$ cat src/rtl/f2_pkg.sv
// Shared types for the F2 command scheduler: key codes,
// scheduler states and default queue depth.
package f2_pkg;

  typedef enum logic [2:0] {
    NONE  = 3'd0,
    FWD   = 3'd1,
    BACK  = 3'd2,
    ROT_R = 3'd3,
    NAV   = 3'd4
  } instr_e;

  typedef enum logic [1:0] {
    IDLE      = 2'd0,
    ISSUE     = 2'd1,
    WAIT_DONE = 2'd2
  } state_e;

  localparam int FIFO_DEPTH_DEF = 4;

  function automatic logic is_key(logic [2:0] c);
    return c inside {FWD, BACK, ROT_R, NAV};
  endfunction

  function automatic logic is_rep(logic [2:0] c);
    return c inside {FWD, BACK};
  endfunction

endpackage

$ cat src/rtl/f2_cmd_sched_if.sv
// GPU command handshake: scheduler presents a command,
// GPU accepts it and later pulses done.
interface f2_cmd_sched_if;
  logic       cmd_valid;
  logic [2:0] cmd_instr;
  logic       gpu_ready;
  logic       gpu_done;

  modport master (
    output cmd_valid,
    output cmd_instr,
    input  gpu_ready,
    input  gpu_done
  );

  modport slave (
    input  cmd_valid,
    input  cmd_instr,
    output gpu_ready,
    output gpu_done
  );
endinterface

$ cat src/rtl/f2_cmd_fifo.sv
// Circular command queue; a push on a full queue is taken
// only when a pop happens on the same edge.
module f2_cmd_fifo
  import f2_pkg::*;
#(
  parameter  int DEPTH = FIFO_DEPTH_DEF,
  localparam int CW    = $clog2(DEPTH + 1),
  localparam int PW    = (DEPTH > 1) ? $clog2(DEPTH) : 1
) (
  input  logic          sysclk,
  input  logic          reset,
  input  logic          push,
  input  logic [2:0]    din,
  input  logic          pop,
  output logic [2:0]    dout,
  output logic          full,
  output logic          empty,
  output logic [CW-1:0] count
);

  logic [2:0]    mem [DEPTH];
  logic [PW-1:0] wp;
  logic [PW-1:0] rp;
  logic          do_push;
  logic          do_pop;

  function automatic logic [PW-1:0] nxt(logic [PW-1:0] p);
    return (p == PW'(DEPTH - 1)) ? '0 : p + PW'(1);
  endfunction

  assign full    = (count == CW'(DEPTH));
  assign empty   = (count == '0);
  assign do_pop  = pop && !empty;
  assign do_push = push && (!full || do_pop);
  assign dout    = mem[rp];

  always_ff @(posedge sysclk) begin
    if (do_push) mem[wp] <= din;
  end

  always_ff @(posedge sysclk) begin
    if (reset) begin
      wp    <= '0;
      rp    <= '0;
      count <= '0;
    end else begin
      if (do_push) wp <= nxt(wp);
      if (do_pop)  rp <= nxt(rp);
      unique case ({do_push, do_pop})
        2'b10:   count <= count + CW'(1);
        2'b01:   count <= count - CW'(1);
        default: count <= count;
      endcase
    end
  end

endmodule

$ cat src/rtl/f2_cmd_sched.sv
// Key-event edge detect, move auto-repeat, command queue
// and GPU issue FSM.
module f2_cmd_sched
  import f2_pkg::*;
#(
  parameter int REPEAT_DELAY  = 25000000,
  parameter int REPEAT_PERIOD = 5000000,
  parameter int FIFO_DEPTH    = FIFO_DEPTH_DEF
) (
  input  logic       sysclk,
  input  logic       reset,
  input  logic       write,
  input  logic [2:0] instruction,
  f2_cmd_sched_if.master gpu,
  output logic       busy,
  output logic [2:0] fifo_count,
  output logic       overflow
);

  localparam int MAXC =
    (REPEAT_DELAY > REPEAT_PERIOD) ? REPEAT_DELAY : REPEAT_PERIOD;
  localparam int CW  = $clog2(MAXC + 1);
  localparam int FCW = $clog2(FIFO_DEPTH + 1);
  localparam logic [CW-1:0] CMAX = '1;
  localparam logic [CW-1:0] DLY  = CW'(REPEAT_DELAY);
  localparam logic [CW-1:0] PER  = CW'(REPEAT_PERIOD);

  logic           prev_wr;
  logic [2:0]     prev_in;
  logic [CW-1:0]  hold_cnt;
  logic [CW-1:0]  cnt_inc;
  logic [CW-1:0]  target;
  logic           rep_ph;
  logic           vkey;
  logic           key_ev;
  logic           held;
  logic           rpt_ev;
  logic           ev;
  state_e         st;
  state_e         st_nxt;
  logic           pop;
  logic           full;
  logic           empty;
  logic [2:0]     head;
  logic [2:0]     instr_q;
  logic [FCW-1:0] fcnt;

  assign vkey    = write && is_key(instruction);
  assign key_ev  = vkey && (!prev_wr || instruction != prev_in);
  assign held    = vkey && prev_wr && instruction == prev_in;
  assign cnt_inc = (hold_cnt == CMAX) ? hold_cnt
                                      : hold_cnt + CW'(1);
  // after the first repeat the counter restarts toward the period
  assign target  = rep_ph ? PER : DLY;
  assign rpt_ev  = held && is_rep(instruction) && cnt_inc == target;
  assign ev      = key_ev || rpt_ev;

  always_ff @(posedge sysclk) begin
    if (reset) begin
      prev_wr  <= 1'b0;
      prev_in  <= '0;
      hold_cnt <= '0;
      rep_ph   <= 1'b0;
    end else begin
      prev_wr <= write;
      prev_in <= instruction;
      if (held && rpt_ev) begin
        hold_cnt <= '0;
        rep_ph   <= 1'b1;
      end else if (held) begin
        hold_cnt <= cnt_inc;
      end else begin
        hold_cnt <= '0;
        rep_ph   <= 1'b0;
      end
    end
  end

  f2_cmd_fifo #(
    .DEPTH (FIFO_DEPTH)
  ) u_fifo (
    .sysclk (sysclk),
    .reset  (reset),
    .push   (ev),
    .din    (instruction),
    .pop    (pop),
    .dout   (head),
    .full   (full),
    .empty  (empty),
    .count  (fcnt)
  );

  always_ff @(posedge sysclk) begin
    if (reset) begin
      st       <= IDLE;
      instr_q  <= '0;
      overflow <= 1'b0;
    end else begin
      st <= st_nxt;
      if (pop) instr_q <= head;
      if (ev && full && !pop) overflow <= 1'b1;
    end
  end

  always_comb begin
    st_nxt = st;
    pop    = 1'b0;
    unique case (st)
      IDLE: begin
        if (!empty) begin
          pop    = 1'b1;
          st_nxt = ISSUE;
        end
      end
      ISSUE:     if (gpu.gpu_ready) st_nxt = WAIT_DONE;
      WAIT_DONE: if (gpu.gpu_done)  st_nxt = IDLE;
      default:   st_nxt = IDLE;
    endcase
  end

  assign gpu.cmd_valid = (st == ISSUE);
  assign gpu.cmd_instr = instr_q;
  assign busy          = (st != IDLE);
  assign fifo_count    = 3'(fcnt);

endmodule

$ cat src/flat_wrapper.sv
// flat-port wrapper written by rule: the top's interface ports become plain ports
module f2_cmd_sched_flat import f2_pkg::*;
#(
  parameter int REPEAT_DELAY  = 25000000,
  parameter int REPEAT_PERIOD = 5000000,
  parameter int FIFO_DEPTH    = FIFO_DEPTH_DEF
)
  (sysclk, reset, write, instruction, busy, fifo_count, overflow, gpu_cmd_valid, gpu_cmd_instr, gpu_gpu_ready, gpu_gpu_done);
  f2_cmd_sched_if gpu_i ();
  input  logic sysclk;
  input  logic reset;
  input  logic write;
  input  logic [2:0] instruction;
  output logic busy;
  output logic [2:0] fifo_count;
  output logic overflow;
  output wire logic [$bits(gpu_i.cmd_valid)-1:0] gpu_cmd_valid;
  output wire logic [$bits(gpu_i.cmd_instr)-1:0] gpu_cmd_instr;
  input wire logic [$bits(gpu_i.gpu_ready)-1:0] gpu_gpu_ready;
  input wire logic [$bits(gpu_i.gpu_done)-1:0] gpu_gpu_done;
  assign gpu_cmd_valid = gpu_i.cmd_valid;
  assign gpu_cmd_instr = gpu_i.cmd_instr;
  assign gpu_i.gpu_ready = gpu_gpu_ready;
  assign gpu_i.gpu_done = gpu_gpu_done;
  f2_cmd_sched #(.REPEAT_DELAY(REPEAT_DELAY), .REPEAT_PERIOD(REPEAT_PERIOD), .FIFO_DEPTH(FIFO_DEPTH)) u_core (.sysclk(sysclk), .reset(reset), .write(write), .instruction(instruction), .gpu(gpu_i), .busy(busy), .fifo_count(fifo_count), .overflow(overflow));
endmodule
$ cat config.mk
export PLATFORM = sky130hd
export DESIGN_NAME = f2_cmd_sched_flat
export DESIGN_NICKNAME = d
export VERILOG_FILES = /design/src/rtl/f2_pkg.sv /design/src/rtl/f2_cmd_sched_if.sv /design/src/rtl/f2_cmd_fifo.sv /design/src/rtl/f2_cmd_sched.sv /design/src/flat_wrapper.sv
export SDC_FILE = /design/constraint.sdc
export NUM_CORES = 1
export LEC_CHECK = 0
export CAP_MARGIN = 0
export CELL_PAD_IN_SITES_DETAIL_PLACEMENT = 1
export CELL_PAD_IN_SITES_GLOBAL_PLACEMENT = 2
export CORE_ASPECT_RATIO = 1.5
export CORE_UTILIZATION = 40
export CTS_CLUSTER_DIAMETER = 50
export DETAILED_ROUTE_END_ITERATION = 8
export HOLD_SLACK_MARGIN = 0.12
export PLACE_DENSITY_LB_ADDON = 0.1
export SETUP_SLACK_MARGIN = 0.5
export SLEW_MARGIN = 20
export SYNTH_ARGS = -nofsm -noshare
export SYNTH_HDL_FRONTEND = slang
export SYNTH_SLANG_ARGS = --single-unit
export TNS_END_PERCENT = 5
$ cat constraint.sdc
create_clock -name sysclk -period 7.6 [get_ports sysclk]
set_input_delay 1.9 -clock sysclk [delete_from_list [all_inputs] [get_ports sysclk]]
set_output_delay 1.9 -clock sysclk [all_outputs]
set_load 0.03 [all_outputs]
# Yosys cells after proc, flatten, opt, wreduce, memory -nomap -nowiden
# Memory sizes are Yosys's and may differ from the RTL's. A register that Yosys moved wholly into a read port is not among the register bits.
# Cells that the tools add are included.
dict set report totals {
  output_inout_bits 9
  mem_count 1
  wordCells 76
  input_bits 8
  ram_bits 12
  ff_bits 40
}
dict set report op_classes {
  bitwise 1
  mux 15
  reduce_logical 26
  n_eq_ne 19
  add_sub_neg 5
}
# name words width read_ports rd_clocked_by_memory_dff wr line
set mem_list {}
lappend mem_list {u_core.u_fifo.mem 4 3 1 1 1 f2_cmd_fifo.sv:21} ;# logic [2:0] mem [DEPTH];
# cell count
set op_table {}
lappend op_table {{25-bit two-way mux} 2}
lappend op_table {{25-bit by 1-bit adder with 25-bit output (second input constant)} 1}
lappend op_table {{25-bit equality test} 1}
lappend op_table {{25-bit equality test (second input constant)} 1}
lappend op_table {{1-bit logical AND} 11}
lappend op_table {{2-bit two-way mux} 5}
lappend op_table {{2-bit equality test (second input constant)} 4}
lappend op_table {{3-bit by 2-bit equality test with 1-bit output (second input constant)} 2}
lappend op_table {{3-bit equality test (second input constant)} 2}
lappend op_table {{1-bit two-way mux} 6}
lappend op_table {{2-bit inequality test (second input constant)} 3}
lappend op_table {{2-bit case mux with 3 select lines} 1}
lappend op_table {{3-bit case mux with 2 select lines} 1}
lappend op_table {{2-bit nonzero test} 3}
lappend op_table {{2-bit by 1-bit adder with 2-bit output (second input constant)} 2}
lappend op_table {{2-bit by 1-bit equality test with 1-bit output (second input constant)} 2}
lappend op_table {{1-bit zero test} 4}
lappend op_table {{4-bit nonzero test} 1}
lappend op_table {{3-bit by 1-bit adder with 3-bit output (second input constant)} 1}
lappend op_table {{3-bit by 1-bit equality test with 1-bit output (second input constant)} 1}
lappend op_table {{3-bit equality test} 1}
lappend op_table {{3-bit zero test} 1}
lappend op_table {{1-bit logical OR} 3}
lappend op_table {{3-bit inequality test} 1}
lappend op_table {{6 further kinds} 6}

# Longest topological paths before layout
# Gate-level depths: netlist (run 1).
dict set report logic_depth {
  word_depth 11
  ltp_mapped 15
  depth_no_buf 13
}

# Cells and area by module
# A second synthesis (run 1) with hierarchy kept.
dict set report unflattened {
  cells_unflattened 351
  area_unflattened_um2 3185.6
}
# module seq_area_each_um2 n_inst cells_each area_per_inst_um2
set by_module_without_submodules {}
lappend by_module_without_submodules {f2_cmd_sched 720.7 1 271 2177.1}
lappend by_module_without_submodules {f2_cmd_fifo 540.5 1 80 1008.5}

# Worst setup path after synthesis (run 1)
# No wires, ideal clock.
dict set report synth_path {
  path_kind {input-to-reg}
  startpoint {input port instruction[2]}
  endpoint {register u_core.u_fifo.count[2]}
  n_path_buf 1
  setup_time_ns 0.121
  setup_slack_ns 2.654
  t_arrival_ns 4.825
  stages 13
  required_ns 7.479
  cell_sequence {clkbuf_1 > xnor2_1 > nand4_1 > or4b_1 > a311oi_1 > nand4_1 > nor4_4 > a21bo_2 > nor2_1 > fa_1 > and3_1 > mux2i_1 > mux2_2}
}
dict set report synth_between {
  elab_chain_cells 11
  elab_cells_between_ends 21
  classes_between {8 x eq/ne; 1 x mux; 12 x reduce/logical}
}
# item line
set synth_rtl {}
lappend synth_rtl {{start: declaration} flat_wrapper.sv:13} ;# input logic [2:0] instruction;
lappend synth_rtl {{3-bit by 1-bit equality test with 1-bit output, or another cell as far along} {f2_pkg.sv:22, f2_pkg.sv:26}}
lappend synth_rtl {{4-bit nonzero test} f2_pkg.sv:22} ;# return c inside {FWD, BACK, ROT_R, NAV};
lappend synth_rtl {{1-bit logical AND} f2_cmd_sched.sv:48} ;# assign vkey = write && is_key(instruction);
lappend synth_rtl {{1-bit logical AND (2 in series)} f2_cmd_sched.sv:50} ;# assign held = vkey && prev_wr && instruction == prev_in;
lappend synth_rtl {{1-bit logical AND (2 in series)} f2_cmd_sched.sv:55} ;# assign rpt_ev = held && is_rep(instruction) && cnt_inc == target;
lappend synth_rtl {{1-bit logical OR *} f2_cmd_sched.sv:56} ;# assign ev = key_ev || rpt_ev;
lappend synth_rtl {{1-bit logical AND *} f2_cmd_fifo.sv:34} ;# assign do_push = push && (!full || do_pop);
lappend synth_rtl {{2-bit by 1-bit equality test with 1-bit output / 2-bit equality test (equally long branches)} f2_cmd_fifo.sv:49} ;# unique case ({do_push, do_pop})
lappend synth_rtl {{3-bit case mux with 2 select lines / 2-bit nonzero test (equally long branches)} -}
lappend synth_rtl {{end signal: assignment} f2_cmd_fifo.sv:50} ;# 2'b10: count <= count + CW'(1);
lappend synth_rtl {{end signal: assignment} f2_cmd_fifo.sv:51} ;# 2'b01: count <= count - CW'(1);
lappend synth_rtl {{end signal: assignment} f2_cmd_fifo.sv:52} ;# default: count <= count;
lappend synth_rtl {{end: declaration} f2_cmd_fifo.sv:18} ;# output logic [CW-1:0] count
# Mark *: on every way between the ends. The rest lies on a longest branch, timed or not.
# A chain may end at the register's enable or synchronous reset.

# Worst setup path in the final report (run 1)
# Same ends and word-level chain as after synthesis.

==> run_results.csv, run 1 <==
group,metric,value,unit
detailed_routing,wl,7421,µm
yosys,yosysTopAreaCellShare,0.2821,
yosys,synthesis.area,3052,µm²
detailed_routing,dr_wl_met2,4311,µm
global_route,grtUsageTotal,0.2065,
detailed_routing,post_drt_wl_per_cell,17.34,µm
timing,clock.fmax,184.3,MHz
timing,fin_ws,2.173,ns
cts,clk_latency,0.33,ns
detailed_routing,wl_met1,2832,µm
worst_setup_path,worstPathRequired,7.83,ns
cts,htreeDepth,2,
yosys,yosysWarnings,0,
yosys,async_flop_share,0,
worst_setup_path,worstPathCellList,"clkdlybuf4s50_1 > xnor2_1 > nand4_1 > or4b_1 > a311oi_1 > nand4_1 > nor4_4 > a21bo_2 > nor2_1 > fa_1 > and3_1 > mux2i_1 > mux2_2",
yosys,synthesis.instances,322,
timing,setup_violations,0,
timing,slew_violations,0,
global_route,grt_pass1_vias,2390,
placed_design,gp_congestion,0.8141,
yosys,synth_area_per_cell,9.477,µm²
cts,cts_tree,"done",
cts,cts_setup_buffers,0,
timing,skew,0.009997,ns
pwr,leakagePower,1.159,nW
layout,diodes,0,
detailed_routing,routed-wl-met3,143,µm
placed_design,dpl.hpwl,5612,µm
yosys,synth_fp_nets,337,
timing,tightestPinTransition,0.8360,ns
placed_design,dp_slack,1.874,ns
layout,layout_common_cells,"44 x nor2_1, 43 x dfxtp_1, 16 x xnor2_1, 16 x clkdlybuf4s50_1, 14 x nand3_1",
placed_design,portBuffers,16,
layout,drive_gt1_frac,0.1098,
die,start_util,0.4168,
timing,hold_viol_final,0,
yosys,synth_seq_cells,55,
layout,multiInputGateArea,1690,µm²
die,die_h,109.0,µm
die,core_area,7322,µm²
die,ios,17,
layout,area_growth,9.881,%
pwr,powerDensity,235.0,nW/µm²
timing,grt_setup_unrepaired,"no",
cts,clockBufferDepth,2,
pwr,ir_drop,99.14,µV
detailed_routing,first_iter_violations,77,
cts,cts.hold.buffers_added,0,
cts,clockRootBuffer,"clkbuf_8",
die,dieArea,7990,µm²
worst_setup_path,cpMaxStageDelayCell,"clkdlybuf4s50_1",
worst_setup_path,cp_max_fo,12,
min_path,hp-class,"reg2reg",
global_route,overflow,0,
detailed_routing,viasPerCell,5.568,
detailed_routing,detail-route-antenna-nets,0,
layout,seqCellArea,1221,µm²
timing,fin_tns_setup,0,ns
detailed_routing,drt_pass1_iterations,4,
cts,cts_sinks,55,
layout,layout_commonest_cell,"nor2_1",
worst_setup_path,cp_common_cell,"nand4_1",
worst_setup_path,cp.arrival,5.66,ns
layout,nFillCells,886,
timing,slew_headroom,0.4413,
cts,cts_made_buffers,5,
detailed_routing,vias,2383,
detailed_routing,drcViolationCount,0,
cts,path_clk_slew,0.11,ns
yosys,synth_ff_type,"dfxtp_1",
cts,cts_repair_resize_count,0,
yosys,synthTopCellsByArea,"dfxtp_1 28%, edfxtp_1 12%, nor2_1 5.4%, xnor2_1 4.6%, mux2i_1 3.0%",
die,num_rows,38,
yosys,ys_types,60,
timing,fin_crit_sh,0.7141,
global_route,grt_max_degree,24,
die,die_x,73.32,µm
layout,fin_nets,342,
worst_setup_path,end_kind,"flop",
timing,fin_crit,5.427,ns
yosys,synth_edf_count,12,
worst_setup_path,critPathLaunchType,"primary input",
yosys,synth-seq-area-share,0.4002,
global_route,antenna_found_initial,0,
run,max_cap_violations,0,
worst_setup_path,path_class,"in2reg",
yosys,synth_area_leader_cell,"dfxtp_1",
worst_setup_path,cpPeakStageDelay,0.64,ns
detailed_routing,routed.top_layer,"met4",
global_route,grt_pass1_wl,12340,µm
outcome,status,"finished clean",
[routing by layer]
metal,global-route usage,up-vias
met3,0.03142,10
met2,0.4074,23
met5,0,-
li1,-,1171
met1,0.2139,1179
met4,0.07280,0
[layout make-up]
type	instances	share of cell area
Clock buffer	5	0.02052
Multi-Input combinational cell	239	0.5041
Clock inverter	3	0.01381
Tap cell	100	0.03731
Timing Repair Buffer	17	0.05000
Sequential cell	55	0.3642
Inverter	9	0.01007
[per-stage QoR]
step           power, mW    util  instance area [µm²]  std cells  hold slack [ns]
2_1_floorplan     0.5230       -                 3052        322           0.4868
3_3_place_gp      0.5857  0.4422                 3238        420           0.4627
3_5_place_dp      0.5919  0.4422                 3238        420           0.4736
4_1_cts           0.8039  0.4580                 3353        428           0.5031
5_1_grt           0.8382  0.4580                 3353        428           0.5185
6_report          0.7881  0.4580                 3353        428           0.4951
[state kept, by name, summed over array words and instances (netlist names)]
register and count:
u_core.u_fifo.mem 12, u_core.st 2, u_core.rep_ph 1, u_core.u_fifo.wp 2
u_core.prev_wr 1, u_core.overflow 1, u_core.u_fifo.rp 2, u_core.prev_in 3
u_core.gpu.cmd_instr 3, u_core.u_fifo.count 3, u_core.hold_cnt 25
[report_power, final]
part	switching [mW]	internal (mW)	leakage, nW
logic	0.118	0.113	0.647
clock network	0.107	0.0994	0.0548
registers	0.0277	0.323	0.458
total	0.253	0.535	1.16
[cell usage after synthesis (all sizes together) (6+ instances only)]
cell     n
xnor2   16
dfxtp   43
buf     14
and3    15
a21oi    9
nor3     8
mux2i    9
nand3   14
nand4   12
xor2     9
nand2   12
nand2b   6
nor2    44
edfxtp  12
inv      9
ha       6
nor2b    9
[critical path, delay by kind of cell]
| kind | cells | cell delay (ns) |
|---|---|---|
| and+or+nand+nor | 6 | 1.38 |
| xor gates and xnor gates | 1 | 0.31 |
| muxes | 2 | 0.47 |
| adders and majority gates | 1 | 0.39 |
| buffers and inverters | 1 | 0.64 |
| AOI/OAI and AO/OA | 2 | 0.55 |
[path summary, 6_finish.rpt]
| kind | endpoint | cells past startpoint | startpoint | slack [ns] |
|---|---|---|---|---|
| worst min register to register | u_core.overflow | 2 | u_core.overflow | 0.50 |
| worst max register to register | u_core.u_fifo.count[2] | 12 | u_core.hold_cnt[16] | 2.99 |
| worst min-delay path | u_core.overflow | 2 | u_core.overflow | 0.50 |
| worst max-delay path | u_core.u_fifo.count[2] | 13 | instruction[2] | 2.17 |
[cells by family after synthesis]
logic type      after synthesis  share of synthesized area
simple gates                146                     0.2698
flops                        55                     0.4002
compound gates               44                     0.1087
buf+inv                      28                    0.04592
xor+xnor                     25                    0.07175
mux                          17                    0.07257
fa+ha+maj                     7                    0.03116
(Power assumes the default switching activity.)
==> inputs of run 2 (changes only) <==
Settings changed: CORE_UTILIZATION 40 to 38.
Clock period 7.6 ns to 5.4 ns, I/O delays scaled along.
==> run 2 against run 1 <==
Compared with the run above: sequential power grew 41%; die area grew 5.1%; global-route usage is 0.37 points lower; routed wire length grew 3.0%; sequential cell count is the same; setup slack lost 1.3 ns; utilization shrank 1.3 points; critical path type unchanged; largest power group unchanged.
==> run_results.csv, run 2 (synthesis gave the netlist of run 1 again) <==
group,metric,value,unit
outcome,status,"finished clean",
worst_setup_path,cp.arrival,4.73,ns
min_path,hp-class,"reg2reg",
layout,drive_gt1_frac,0.1178,
worst_setup_path,cp_top_family,"simple AND/OR/NAND/NOR gates",
cts,clockBufferDepth,2,
worst_setup_path,critPathLaunchType,"primary input",
run,max_cap_violations,0,
worst_setup_path,worstPathCellList,"clkdlybuf4s50_1 > nor2b_1 > a21oi_1 > or4b_1 > a311oi_1 > nand4_1 > nor4_4 > a21bo_4 > nor2_1 > fa_1 > and3_1 > mux2i_1 > mux2_2",
timing,fin_crit_sh,0.8404,
timing,fin_tns_setup,0,ns
die,start_util,0.3958,
cts,cts_tree,"done",
timing,grt_setup_unrepaired,"no",
timing,fin_crit,4.538,ns
global_route,grtUsageTotal,0.2028,
layout,largest-register,"u_core.hold_cnt",
worst_setup_path,end_kind,"flop",
worst_setup_path,worstPathRequired,5.59,ns
detailed_routing,detail-route-antenna-nets,0,
die,die_x,75.17,µm
cts,cts_made_buffers,5,
die,core_area,7710,µm²
cts,cts_sinks,55,
detailed_routing,wl,7644,µm
timing,clock.fmax,220.4,MHz
layout,fin_nets,345,
die,ios,17,
global_route,antenna_found_initial,0,
layout,diodes,0,
pwr,finalPower,1.165,mW
global_route,grt_pass1_vias,2458,
worst_setup_path,cp_max_fo,11,
die,num_rows,39,
timing,setup_violations,0,
cts,path_clk_slew,0.08,ns
cts,htreeDepth,2,
detailed_routing,vias,2403,
cts,clockRootBuffer,"clkbuf_16",
layout,layout_commonest_cell,"nor2_1",
detailed_routing,drcViolationCount,0,
timing,slew_headroom,0.5689,
worst_setup_path,cpPeakStageDelay,0.65,ns
worst_setup_path,cpMaxStageDelayCell,"clkdlybuf4s50_1",
placed_design,portBuffers,16,
pwr,ir_drop,226.3,µV
die,die_h,111.8,µm
layout,top_regs,"u_core.hold_cnt: 25 flops, u_core.u_fifo.mem: 12 flops",
detailed_routing,post_drt_wl_per_cell,17.65,µm
cts,clk_latency,0.30,ns
placed_design,gp_congestion,0.7757,
timing,slew_violations,0,
worst_setup_path,path_class,"in2reg",
timing,skew,0.009129,ns
placed_design,dpl.hpwl,5856,µm
timing,hold_viol_final,0,
layout,layout_common_cells,"44 x nor2_1, 43 x dfxtp_1, 16 x xnor2_1",
global_route,grt_max_degree,24,
detailed_routing,viasPerCell,5.550,
timing,tightestPinTransition,0.6417,ns
global_route,grt_pass1_wl,12580,µm
worst_setup_path,cp_num_buf_inv,1,
detailed_routing,drt_pass1_iterations,6,
pwr,powerDensity,339.5,nW/µm²
pwr,leakagePower,1.207,nW
global_route,overflow,0,
cts,cts.hold.buffers_added,0,
die,dieArea,8401,µm²
layout,largest_register_ffs,25,
detailed_routing,first_iter_violations,76,
layout,area_growth,12.42,%
## run 2: cell types whose count changed in the layout (fill, tap and decap cells not counted), sizes merged
cell / change
buf: +3
bufinv: -1
clkdlybuf4s50: -1
clkinv: +2
clkinvlp: -1
dlymetal6s2s: +1
## run 2: final timing paths
check / from / to / slack, ns / cells after the start
setup / recovery: instruction[0] / u_core.u_fifo.count[2] / 0.86 / 13
hold / removal: u_core.gpu.cmd_instr[0] / u_core.gpu.cmd_instr[0] / 0.51 / 2
setup reg to reg: u_core.hold_cnt[16] / u_core.u_fifo.count[2] / 0.95 / 12
hold reg to reg: u_core.gpu.cmd_instr[0] / u_core.gpu.cmd_instr[0] / 0.51 / 2
## run 2: worst min-delay path, stage by stage, from the launching register on
cell	delay, ns
dfxtp_1	0.34
mux2i_1	0.07
nor2_1	0.07
## run 2: final cells by class
type | count | area, µm²
fillers | 916 | 4279
clock buffers | 5 | 125.1
repair buffers | 20 | 192.7
flip-flops and latches | 55 | 1221
inverters | 9 | 33.78
clock inverters | 3 | 33.78
well taps | 102 | 127.6
multi-input cells | 239 | 1697
## run 2: stage by stage
| stage | instances | util | worst slack (ns) | cell area [µm²] | hold slack, ns |
|---|---|---|---|---|---|
| 5_1_grt | 433 | 0.4450 | 0.5386 | 3431 | 0.5538 |
| 3_5_place_dp | 425 | 0.4232 | 0.2606 | 3263 | 0.4980 |
| 4_1_cts | 433 | 0.4438 | 0.5636 | 3422 | 0.5173 |
| 6_report | 433 | 0.4450 | 0.8620 | 3431 | 0.5066 |
| 2_1_floorplan | 322 | - | 1.004 | 3052 | 0.4868 |
| 3_3_place_gp | 425 | 0.4232 | 0.4142 | 3263 | 0.4777 |
## run 2: timing repair
action	CTS	global route
endpoints found under the setup margin	0	1
buffers inserted	0	0
resized for setup	0	2
## run 2: power by group
| part | total (mW) | switching [mW] | internal [mW] |
|---|---|---|---|
| sequential | 0.494 | 0.0397 | 0.454 |
| combinational | 0.322 | 0.166 | 0.156 |
| clock | 0.348 | 0.169 | 0.179 |
| total | 1.16 | 0.375 | 0.790 |
## run 2: metal layers
layer | routed length, µm | global-route usage | vias up | share of wire
met5 | 0 | 0 | - | 0
met4 | 127 | 0.07778 | 0 | 0.017
met3 | 136 | 0.02805 | 8 | 0.018
met2 | 4371 | 0.3892 | 23 | 0.57
met1 | 3009 | 0.2113 | 1190 | 0.39
li1 | - | - | 1182 | -
